$ cat src/rtl/piso_tx_scheduler.sv
// rtl/piso_tx_scheduler.sv - two-requester round-robin scheduler driving a shared PISO shift register
// Frame: accept in IDLE, one LOAD cycle, WIDTH SHIFT cycles, then GAP_CYCLES idle cycles.
module piso_tx_scheduler #(
  parameter int WIDTH      = 4,
  parameter int GAP_CYCLES = 1
) (
  input  logic             clk,
  input  logic             rst_n,
  input  logic             req0_valid,
  input  logic [WIDTH-1:0] req0_data,
  output logic             req0_ready,
  input  logic             req1_valid,
  input  logic [WIDTH-1:0] req1_data,
  output logic             req1_ready,
  output logic             piso_load,
  output logic [WIDTH-1:0] piso_data,
  output logic             tx_active,
  output logic             tx_owner,
  output logic             frame_done
);

  localparam int BW = $clog2(WIDTH);
  localparam int GW = (GAP_CYCLES > 0) ? $clog2(GAP_CYCLES + 1) : 1;
  localparam logic [BW-1:0] BIT_LAST = BW'(WIDTH - 1);
  localparam logic [GW-1:0] GAP_LAST = GW'((GAP_CYCLES > 0) ? GAP_CYCLES - 1 : 0);

  typedef enum logic [1:0] {S_IDLE, S_LOAD, S_SHIFT, S_GAP} state_e;

  state_e           state_q, state_d;
  logic [BW-1:0]    bit_cnt_q, bit_cnt_d;
  logic [GW-1:0]    gap_cnt_q, gap_cnt_d;
  logic             last_grant_q, last_grant_d;
  logic [WIDTH-1:0] piso_data_q, piso_data_d;
  logic             tx_owner_q, tx_owner_d;
  logic             grant0, grant1;

  always_ff @(posedge clk or negedge rst_n) begin
    if (!rst_n) begin
      state_q      <= S_IDLE;
      bit_cnt_q    <= '0;
      gap_cnt_q    <= '0;
      last_grant_q <= 1'b1;
      piso_data_q  <= '0;
      tx_owner_q   <= 1'b0;
    end else begin
      state_q      <= state_d;
      bit_cnt_q    <= bit_cnt_d;
      gap_cnt_q    <= gap_cnt_d;
      last_grant_q <= last_grant_d;
      piso_data_q  <= piso_data_d;
      tx_owner_q   <= tx_owner_d;
    end
  end

  // On a tie the requester that did not win last time is granted.
  assign grant0 = req0_valid && (!req1_valid || last_grant_q);
  assign grant1 = req1_valid && (!req0_valid || !last_grant_q);

  always_comb begin
    state_d      = state_q;
    bit_cnt_d    = bit_cnt_q;
    gap_cnt_d    = gap_cnt_q;
    last_grant_d = last_grant_q;
    piso_data_d  = piso_data_q;
    tx_owner_d   = tx_owner_q;
    req0_ready   = 1'b0;
    req1_ready   = 1'b0;
    case (state_q)
      S_IDLE: begin
        req0_ready = grant0;
        req1_ready = grant1;
        if (grant0 || grant1) begin
          state_d      = S_LOAD;
          piso_data_d  = grant1 ? req1_data : req0_data;
          tx_owner_d   = grant1;
          last_grant_d = grant1;
        end
      end
      S_LOAD: begin
        state_d   = S_SHIFT;
        bit_cnt_d = '0;
      end
      S_SHIFT: begin
        if (bit_cnt_q == BIT_LAST) begin
          state_d   = (GAP_CYCLES > 0) ? S_GAP : S_IDLE;
          gap_cnt_d = '0;
        end else begin
          bit_cnt_d = bit_cnt_q + BW'(1);
        end
      end
      S_GAP: begin
        if (gap_cnt_q == GAP_LAST) state_d = S_IDLE;
        else gap_cnt_d = gap_cnt_q + GW'(1);
      end
      default: state_d = S_IDLE;
    endcase
  end

  assign piso_load  = (state_q == S_LOAD);
  assign tx_active  = (state_q == S_SHIFT);
  assign frame_done = (state_q == S_SHIFT) && (bit_cnt_q == BIT_LAST);
  assign piso_data  = piso_data_q;
  assign tx_owner   = tx_owner_q;

endmodule

$ cat config.mk
export PLATFORM = sky130hd
export DESIGN_NAME = piso_tx_scheduler
export DESIGN_NICKNAME = d
export VERILOG_FILES = /design/src/rtl/piso_tx_scheduler.sv
export SDC_FILE = /design/constraint.sdc
export NUM_CORES = 1
export LEC_CHECK = 0
export ABC_AREA = 1
export CAP_MARGIN = 20
export CELL_PAD_IN_SITES_DETAIL_PLACEMENT = 1
export CELL_PAD_IN_SITES_GLOBAL_PLACEMENT = 1
export CORE_MARGIN = 2
export CORE_UTILIZATION = 28
export CTS_BUF_LIST = sky130_fd_sc_hd__clkbuf_4
export DETAILED_ROUTE_END_ITERATION = 10
export HOLD_SLACK_MARGIN = 0.08
export PLACE_DENSITY_LB_ADDON = 0.1
export SYNTH_ARGS = -nofsm -noshare
export SYNTH_HDL_FRONTEND = slang
export SYNTH_SLANG_ARGS = --single-unit
export TNS_END_PERCENT = 30
$ cat constraint.sdc
create_clock -name clk -period 1.3 [get_ports clk]
set_clock_uncertainty 0.2 [all_clocks]
set_input_delay 0.195 -clock clk [delete_from_list [all_inputs] [get_ports clk]]
set_output_delay 0.195 -clock clk [all_outputs]
set_load 0.01 [all_outputs]
==> out/summary.txt, run 1 <==
status -> finished with violations
failing checks -> setup timing
synth top area cells -> dfrtp_1 (39%), nand2_1 (21%), ha_1 (11%), nand3_1 (8.6%), inv_1 (5.8%)
num rows -> 16
CP Capture Type -> primary output
via count -> 672
Routed WL -> 1.811 mm
cells along the critical path -> inv_2 > buf_4 > ha_4 > inv_2 > a211oi_2 > buf_2
Pre-antenna DRT Iters -> 4
die footprint -> 2468 µm²
fmax -> 573.9 MHz
Critical Path RT -> 0.90 ns
Final Non-Filler Cells -> 150
most common cell in the netlist -> nand2_1
NetSw -> 1.044 mW
Sequential Power Share -> 0.220
Antenna diodes -> 0
Final Max Slew Viols -> 0
cell count after synthesis -> 76
Power Density -> 2282 nW/µm²
dominant synthesized flop cell -> dfrtp_1
Switching Share -> 0.4015
Mapped Avg Cell Area -> 7.688 µm²
WP data arrival -> 1.35 ns
grt ovf -> 0
clock group share of total power -> 0.083
setup ws final -> -0.4423 ns
Initial Util -> 0.2978
1st-iter DRT viols -> 4
Worst Hold Class -> flip-flop to flip-flop
Layout fillers -> 257
VDD IR max -> 1.310 mV
Pleak -> 0.5795 nW
fin util -> 0.5810
ratio of final minimum period to clock period -> 1.340
Synth Register Bits -> 10
largest net degree at the start of global routing -> 8
Comb pwr share -> 0.697
clk slew on worst S/H paths -> 0.07 ns
top cells by count, synth -> nand2_1 (33), nand3_1 (10), dfrtp_1 (9), inv_1 (9), ha_1 (5)
Via density -> 4.480
Top cell by count, worst path -> inv_2
Synth Cell Area -> 584.3 µm²
first-pass GRT wire length -> 2.980 mm
Port-buffer cells -> 21
post-synth cell types -> 13
Worst setup SP type -> flip-flop
Avg WL per Cell -> 12.07 µm
Core Area -> 1962 µm²
delay-heaviest family, CP -> buffers and inverters
synth warn -> 0
NumNets Final -> 141
syn nets -> 93
chip width -> 49.68 µm
Routed Antenna Nets -> 0
GPL Wtd Cong -> 0.6944
Int Pwr -> 1.557 mW
slowest stage delay, CP -> 0.41 ns
number of flops mapped to enable cells by yosys -> 0
crit-path max FO -> 3
max_cap viols -> 0
post-synth top area share -> 0.3854
Final min period -> 1.742 ns
CP max stage cell -> dfrtp_1
share of cells above drive strength 1 -> 0.4715
initial antenna violation count -> 0
Max Root-Sink Buffers -> 2
vias in the first global route -> 744
register area share after synthesis -> 0.4304
Post-DP HPWL -> 1.310 mm
Total Routing Usage GR -> 0.1593
dominant cell type by area after synthesis -> dfrtp_1
ys async rst share -> 1.000
Layout area overhead -> 95.07%
DR DRC count -> 0
Worst-Margin Slew -> 0.1935 ns
Slew headroom -> 0.8706
CTS root buffer -> clkbuf_4
worst skew pair latency -> 0.26 ns
critical path buffer and inverter count -> 4
CTS buffer count -> 3
Clock Sinks -> 10
height of the die -> 49.68 µm
setup tns final -> -4.331 ns
RSZ-0062 raised after global routing -> yes
H-tree depth -> 1
Cells after DPL -> 138
CTS tree -> built
WS Path Type -> flip-flop to primary output
Final Setup Violations -> 15
Boundary Pins -> 22
Hold Vio Cnt, Final -> 0
Min Hold Slack -> 0.2807 ns
==> final cells by class <==
cell class,count,area [µm²],share of cell area
Timing Repair Buffer,44,392.9,0.3447
Multi-Input combinational cell,54,386.6,0.3392
Sequential cell,10,251.5,0.2206
Clock inverter,1,3.754,0.003293
Clock buffer,3,22.52,0.01976
Tap cell,27,33.78,0.02964
Inverter,11,48.80,0.04281
==> power groups by stage <==
stage	logic (mW)	clock network, mW	registers (mW)
2_1_floorplan	0.677	0	0.608
3_3_place_gp	1.36	0	0.568
3_5_place_dp	1.40	0	0.570
4_1_cts	1.66	0.226	0.571
5_1_grt	1.98	0.234	0.591
6_report	1.81	0.216	0.573
==> routing by layer <==
metal	up-vias	GRT usage	share of wire
met5	-	0	0
met4	0	0.09722	0.032
met3	6	0.02121	0.020
met2	15	0.3022	0.55
met1	323	0.1619	0.39
li1	328	-	-
==> flip-flops by register name (all words and copies together) (netlist names) <==
name and flops:
tx_owner 1, state_q 2, bit_cnt_q 2, last_grant_q 1, piso_data 4
==> repair_timing <==
action	4_1_cts	5_1_grt
buffers inserted	6	3
hold buffers	1	0
gates resized for setup	48	11
endpoints found under the hold margin	2	0
setup endpoints to repair	20	16
pin swaps	4	7
gates cloned	0	0
==> per-stage QoR <==
| step | cell area [µm²] | worst slack (ns) | power (mW) |
|---|---|---|---|
| after floorplan | 629.4 | -0.01902 | 1.285 |
| after global placement | 974.7 | -0.5590 | 1.932 |
| after detailed placement | 974.7 | -0.6034 | 1.972 |
| after CTS | 1102 | -0.4422 | 2.453 |
| after global routing | 1140 | -0.5169 | 2.802 |
| final | 1140 | -0.4423 | 2.601 |
==> worst paths after layout <==
path / from / depth (start not counted) / slack (ns) / to
worst max-delay path: state_q[0] / 6 / -0.44 / req0_ready
worst min-delay path: piso_data[2] / 2 / 0.28 / piso_data[2]
worst max register to register: state_q[0] / 10 / -0.29 / state_q[0]
worst min register to register: piso_data[2] / 2 / 0.28 / piso_data[2]
max in group asynchronous: rst_n / 3 / 0.06 / piso_data[3]
min in group asynchronous: rst_n / 2 / 0.50 / state_q[0]
==> logic make-up (layout without fill, tap and decap cells) <==
group | after synthesis | in the layout | share of synthesized area
AND/OR/NAND/NOR | 45 | 45 | 0.3148
buffers and inverters | 12 | 59 | 0.08994
flip-flops | 10 | 10 | 0.4304
adder cells (fa/ha/maj) | 5 | 5 | 0.1071
AO/OA/AOI/OAI | 4 | 4 | 0.05783
==> placed cells by master (no fill, tap or decap), drive strengths merged, types with 2 or more instances in the layout <==
cell	count
buf	27
clkbuf	4
clkdlybuf4s15	4
clkdlybuf4s50	11
dfrtp	9
ha	5
inv	11
nand2	33
nand3	10
o21ai	2
==> tightest hold or removal path, cell delays in order, from the launching register on <==
cell and delay [ns]:
dfrtp_1 0.34, nand2_1 0.05, nand2_1 0.05
Note: power is estimated with default switching activity, not from simulation.
==> run 2, diff against run 1 <==
--- a/config.mk
+++ b/config.mk
@@ -9,10 +9,12 @@
 export CAP_MARGIN = 20
 export CELL_PAD_IN_SITES_DETAIL_PLACEMENT = 1
 export CELL_PAD_IN_SITES_GLOBAL_PLACEMENT = 1
+export CORE_ASPECT_RATIO = 1.25
 export CORE_MARGIN = 2
 export CORE_UTILIZATION = 28
 export CTS_BUF_LIST = sky130_fd_sc_hd__clkbuf_4
 export DETAILED_ROUTE_END_ITERATION = 10
+export GPL_ROUTABILITY_DRIVEN = 0
 export HOLD_SLACK_MARGIN = 0.08
 export PLACE_DENSITY_LB_ADDON = 0.1
 export SYNTH_ARGS = -nofsm -noshare
==> out/summary.txt, run 2 (synthesis gave the netlist of run 1 again) <==
die footprint -> 2471 µm² (+0.10%)
setup ws final -> -0.3388 ns (+0.1036 ns)
Pre-antenna DRT Iters -> 2 (-2)
CP max stage cell -> dfrtp_1
Core Area -> 1982 µm² (+1.0%)
num rows -> 18 (+2)
Worst setup SP type -> flip-flop
Worst-Margin Slew -> 0.1921 ns (-0.001451 ns)
Placed Instance Area -> 958.4 µm² (-1.7%)
crit-path max FO -> 3 (unchanged)
Final Max Slew Viols -> 0 (unchanged)
most frequent cells in the layout -> nand2_1 (26), buf_4 (12), clkdlybuf4s50_1 (11)
first-pass GRT wire length -> 2.808 mm (-5.8%)
Total Routing Usage GR -> 0.1634 (+0.004054)
Final Setup Violations -> 15 (unchanged)
Clock Sinks -> 10 (unchanged)
vias in the first global route -> 688 (-7.5%)
clock group share of total power -> 0.096 (+0.013)
CTS root buffer -> clkbuf_4
Layout fillers -> 240 (-6.6%)
Worst Hold Class -> flip-flop to flip-flop
share of cells above drive strength 1 -> 0.4741 (+0.002593)
H-tree depth -> 1 (unchanged)
height of the die -> 55.08 µm (+11%)
Top cell by count, worst path -> inv_2
Switching Share -> 0.4099 (+0.008359)
Comb pwr share -> 0.652 (-0.045)
Post-DP HPWL -> 1.351 mm (+3.1%)
Antenna diodes -> 0 (unchanged)
Avg WL per Cell -> 12.11 µm (+0.31%)
via count -> 621 (-7.6%)
WP data arrival -> 1.24 ns (-0.11 ns)
Boundary Pins -> 22 (unchanged)
Largest register FFs -> 4 (unchanged)
DR DRC count -> 0 (unchanged)
CP Capture Type -> primary output
NetSw -> 0.9237 mW (-12%)
1st-iter DRT viols -> 1 (-3)
fmax -> 610.2 MHz (+6.3%)
Slew headroom -> 0.8716 (+0.001013)
cells along the critical path -> inv_2 > ha_4 > inv_2 > a211oi_2 > buf_2
CTS buffer count -> 3 (unchanged)
Routed WL -> 1.647 mm (-9.1%)
WS Path Type -> flip-flop to primary output
Layout area overhead -> 75.80%
clk slew on worst S/H paths -> 0.06 ns (about the same)
Power Density -> 2194 nW/µm² (-3.9%)
Sequential Power Share -> 0.251 (+0.031)
most common cell after layout, fill and taps aside -> nand2_1
Port-buffer cells -> 21 (unchanged)
status -> finished with violations
initial antenna violation count -> 0 (unchanged)
VDD IR max -> 1.058 mV (-19%)
NumNets Final -> 134 (-5.0%)
Via density -> 4.566 (+1.9%)
Routed Antenna Nets -> 0 (unchanged)
ratio of final minimum period to clock period -> 1.261 (-0.07965)
grt ovf -> 0 (unchanged)
Max Root-Sink Buffers -> 2 (unchanged)
Final min period -> 1.639 ns (-0.1036 ns)
slowest stage delay, CP -> 0.40 ns (about the same)
RSZ-0062 raised after global routing -> yes
Critical Path RT -> 0.90 ns (about the same)
Hold Vio Cnt, Final -> 0 (unchanged)
setup tns final -> -2.895 ns (+1.435 ns)
Int Pwr -> 1.330 mW (-15%)
chip width -> 44.86 µm (-9.7%)
CTS tree -> built
failing checks -> setup timing
worst skew pair latency -> 0.26 ns (about the same)
Pleak -> 0.5390 nW (-7.0%)
Final Instance Area -> 1027 µm² (-9.9%)
max_cap viols -> 0 (unchanged)
largest net degree at the start of global routing -> 11 (+3)
Initial Util -> 0.2948 (-0.003008)
run 2: cell types whose count changed in the layout (fill, tap and decap cells not counted), sizes merged:
cell / previous run / this run
clkbuf: 4 / 8
clkdlybuf4s15: 4 / 0
buf: 27 / 20
run 2: repair_timing:
item                                    4_1_cts  5_1_grt
endpoints found under the setup margin       20       18
hold endpoints to repair                      9        0
gates resized for setup                      37       19
cloned                                        0        0
pin swaps                                     1        5
hold buffers                                  1        0
buffers inserted                              1        1
run 2: power groups by stage:
stage | Sequential, mW | Clock, mW | Combinational (mW)
3_5_place_dp | 0.569 | 0 | 1.39
2_1_floorplan | 0.608 | 0 | 0.677
3_3_place_gp | 0.556 | 0 | 1.36
4_1_cts | 0.563 | 0.229 | 1.43
6_report | 0.566 | 0.217 | 1.47
5_1_grt | 0.585 | 0.234 | 1.65
run 2: path summary, 6_finish.rpt:
kind                            start      endpoint  slack, ns  cells past startpoint
max                        state_q[0]    req0_ready      -0.34                      5
max in group asynchronous       rst_n  last_grant_q       0.12                      3
min reg2reg                  tx_owner      tx_owner       0.28                      2
min in group asynchronous       rst_n  bit_cnt_q[0]       0.56                      3
min                          tx_owner      tx_owner       0.28                      2
max reg2reg                state_q[0]  piso_data[1]      -0.20                      8
run 2: through the flow:
stage / hold slack (ns) / std cells / util / power, mW / worst slack [ns]
after floorplan: -0.3006 / 76 / - / 1.285 / -0.01902
after global placement: 0.2619 / 130 / 0.4836 / 1.917 / -0.5600
after detailed placement: 0.2697 / 130 / 0.4836 / 1.963 / -0.6142
after CTS: 0.2866 / 136 / 0.5101 / 2.221 / -0.3602
after global routing: 0.3184 / 136 / 0.5183 / 2.472 / -0.4026
final: 0.2809 / 136 / 0.5183 / 2.254 / -0.3388
run 2: layout make-up:
class	count	area, µm²	area share
multi-input combinational	54	365.4	0.3557
timing repair buffer	37	312.8	0.3045
sequential	10	251.5	0.2448
inverter	11	46.29	0.04507
tap	20	25.02	0.02436
clock buffer	3	22.52	0.02192
clock inverter	1	3.754	0.003654
run 2: worst max-delay path: cells and delay by family (launching register included):
| kind | cells | cell delay (ns) |
|---|---|---|
| flops | 1 | 0.40 |
| buf+inv | 3 | 0.30 |
| compound gates | 1 | 0.13 |
| fa+ha+maj | 1 | 0.15 |
run 2: routing by layer:
layer  global-route usage  vias up  part of all wire  routed length [µm]
met5                    0        -                 0                   0
met4               0.1176        0             0.021                  34
met3              0.01948        4             0.033                  54
met2               0.3213       17              0.57                 936
met1               0.1529      285              0.38                 621
li1                     -      315                 -                   -
==> run 3, diff against run 2 <==
--- a/config.mk
+++ b/config.mk
@@ -6,13 +6,15 @@
 export NUM_CORES = 1
 export LEC_CHECK = 0
 export ABC_AREA = 1
+export ABC_CLOCK_PERIOD_IN_PS = 1900
 export CAP_MARGIN = 20
 export CELL_PAD_IN_SITES_DETAIL_PLACEMENT = 1
 export CELL_PAD_IN_SITES_GLOBAL_PLACEMENT = 1
 export CORE_ASPECT_RATIO = 1.25
 export CORE_MARGIN = 2
-export CORE_UTILIZATION = 28
+export CORE_UTILIZATION = 33
 export CTS_BUF_LIST = sky130_fd_sc_hd__clkbuf_4
+export CTS_CLUSTER_SIZE = 28
 export DETAILED_ROUTE_END_ITERATION = 10
 export GPL_ROUTABILITY_DRIVEN = 0
 export HOLD_SLACK_MARGIN = 0.08
==> constraint.sdc (replaced) <==
create_clock -name clk -period 1.9 [get_ports clk]
set_clock_uncertainty 0.2 [all_clocks]
set_input_delay 0.285 -clock clk [delete_from_list [all_inputs] [get_ports clk]]
set_output_delay 0.285 -clock clk [all_outputs]
set_load 0.01 [all_outputs]
==> out/summary.txt, run 3 (synthesis gave the netlist of run 1 again) <==
Sequential Power Share -> 0.296 (+0.045)
Via density -> 4.780 (+4.7%)
Post-DP HPWL -> 1.316 mm (-2.6%)
Final Setup Violations -> 0 (-15)
vias in the first global route -> 674 (-2.0%)
Hold Vio Cnt, Final -> 0 (unchanged)
height of the die -> 51.05 µm (-7.3%)
Routed Antenna Nets -> 0 (unchanged)
Final min period -> 1.821 ns
chip width -> 41.64 µm (-7.2%)
worst skew pair latency -> 0.26 ns (about the same)
NetSw -> 0.5117 mW (-45%)
Total Routing Usage GR -> 0.1650 (+0.001686)
crit-path max FO -> 3 (unchanged)
WS Path Type -> flip-flop to primary output
Slew headroom -> 0.7062 (-0.1654)
Critical Path RT -> 1.41 ns (+0.51 ns)
VDD IR max -> 0.6290 mV (-41%)
Tot Pwr -> 1.288 mW (-43%)
Initial Util -> 0.3391 (+0.04432)
clk slew on worst S/H paths -> 0.06 ns (about the same)
Place WS -> -0.1939 ns (+0.4203 ns)
Largest register FFs -> 4 (unchanged)
NumNets Final -> 126 (-6.0%)
via count -> 607 (-2.3%)
num rows -> 17 (-1)
Post CTS Setup Buffer Count -> 0 (-1)
H-tree depth -> 1 (unchanged)
grt ovf -> 0 (unchanged)
Final Max Slew Viols -> 0 (unchanged)
Power Density -> 1438 nW/µm² (-34%)
status -> completed
Avg WL per Cell -> 11.67 µm (-3.6%)
Port-buffer cells -> 21 (unchanged)
CP Capture Type -> primary output
RR Endpoint -> piso_data[2]
most common cell after layout, fill and taps aside -> nand2_1
Switching Share -> 0.3972 (-0.01268)
Routed WL -> 1.482 mm (-10%)
setup ws final -> 0.07908 ns (+0.4179 ns)
Comb pwr share -> 0.589 (-0.063)
CTS tree -> built
Boundary Pins -> 22 (unchanged)
Layout fillers -> 225 (-6.3%)
Crit Reg-Reg Startpoint -> state_q[1]
Pre-antenna DRT Iters -> 2 (unchanged)
Int Pwr -> 0.7767 mW (-42%)
Layout area overhead -> 53.32%
initial antenna violation count -> 0 (unchanged)
Post-CTS Hold Fix Bufs -> 0 (-1)
RSZ-0062 raised after global routing -> yes
Worst-Margin Slew -> 0.4394 ns (+0.2473 ns)
FF/Latch Area -> 251.5 µm² (unchanged)
Worst Reg-to-Reg Cells -> 8 (unchanged)
first-pass GRT wire length -> 2.691 mm (-4.2%)
DR DRC count -> 0 (unchanged)
max_cap viols -> 0 (unchanged)
Clock Sinks -> 10 (unchanged)
Core Area -> 1723 µm² (-13%)
Worst setup SP type -> flip-flop
1st-iter DRT viols -> 1 (unchanged)
area of the multi-input gates -> 295.3 µm² (-19%)
clock group share of total power -> 0.115 (+0.019)
WP data arrival -> 1.34 ns (+0.10 ns)
CTS root buffer -> clkbuf_4
share of cells above drive strength 1 -> 0.2037 (-0.2704)
ratio of final minimum period to clock period -> 0.9584
Reg2Reg Setup Slack -> 0.32 ns (+0.52 ns)
fmax -> 549.2 MHz
die footprint -> 2125 µm² (-14%)
Antenna diodes -> 0 (unchanged)
CTS buffer count -> 3 (unchanged)
most frequent cells in the layout -> nand2_1 (33), clkdlybuf4s50_1 (16), inv_1 (9), nand3_1 (9), dfrtp_1 (9)
CP startpoint -> state_q[1]
Worst Hold Class -> primary input to async pin
Max Root-Sink Buffers -> 2 (unchanged)
Pleak -> 0.4885 nW (-9.4%)
largest net degree at the start of global routing -> 11 (unchanged)
run 3: worst max-delay path, stage by stage (launching register included):
cell and delay (ns):
dfrtp_1 0.38, inv_1 0.08, ha_2 0.21, nand3_2 0.10, inv_1 0.07, clkdlybuf4s15_1 0.23
run 3: worst max-delay path by stage:
stage	end	slack, ns	depth (start not counted)
4_1_cts	frame_done	0.02	6
3_5_place_dp	req0_ready	-0.19	4
2_1_floorplan	req0_ready	0.38	4
5_1_grt	req1_ready	-0.03	5
3_3_place_gp	req0_ready	-0.16	4
6_report	req1_ready	0.08	5
run 3: power groups by stage:
stage | Sequential [mW] | Combinational [mW] | Clock [mW]
2_1_floorplan | 0.404 | 0.371 | 0
3_3_place_gp | 0.379 | 0.752 | 0
3_5_place_dp | 0.389 | 0.780 | 0
4_1_cts | 0.385 | 0.772 | 0.149
5_1_grt | 0.393 | 0.864 | 0.166
6_report | 0.381 | 0.759 | 0.148
run 3: per-layer routing:
metal | GRT usage | wire length (µm) | vias up
li1 | - | - | 298
met3 | 0.03180 | 77 | 5
met2 | 0.3203 | 834 | 17
met1 | 0.1574 | 539 | 287
met4 | 0.09677 | 31 | 0
met5 | 0 | 0 | -
run 3: cell type report:
| class | count | area share |
|---|---|---|
| Inverter | 11 | 0.04609 |
| Tap cell | 19 | 0.02654 |
| Timing Repair Buffer | 29 | 0.2877 |
| Multi-Input combinational cell | 54 | 0.3296 |
| Clock buffer | 3 | 0.02514 |
| Clock inverter | 1 | 0.004190 |
| Sequential cell | 10 | 0.2807 |
run 3: timing repair:
action | in CTS | in global routing
setup endpoints to repair | 5 | 3
cloned | 0 | 0
pin swaps | 0 | 1
resized for setup | 12 | 3
run 3: metrics by stage:
step                      area [µm²]  std cells    util  setup TNS (ns)  hold slack, ns
after floorplan                584.3         76       -               0         -0.2106
after global placement         867.1        123  0.5033         -0.2534          0.2617
after detailed placement       867.1        123  0.5033         -0.3432          0.2809
after CTS                      890.9        127  0.5171               0          0.1413
after global routing           895.9        127  0.5200        -0.02545          0.1647
final                          895.9        127  0.5200               0          0.1280
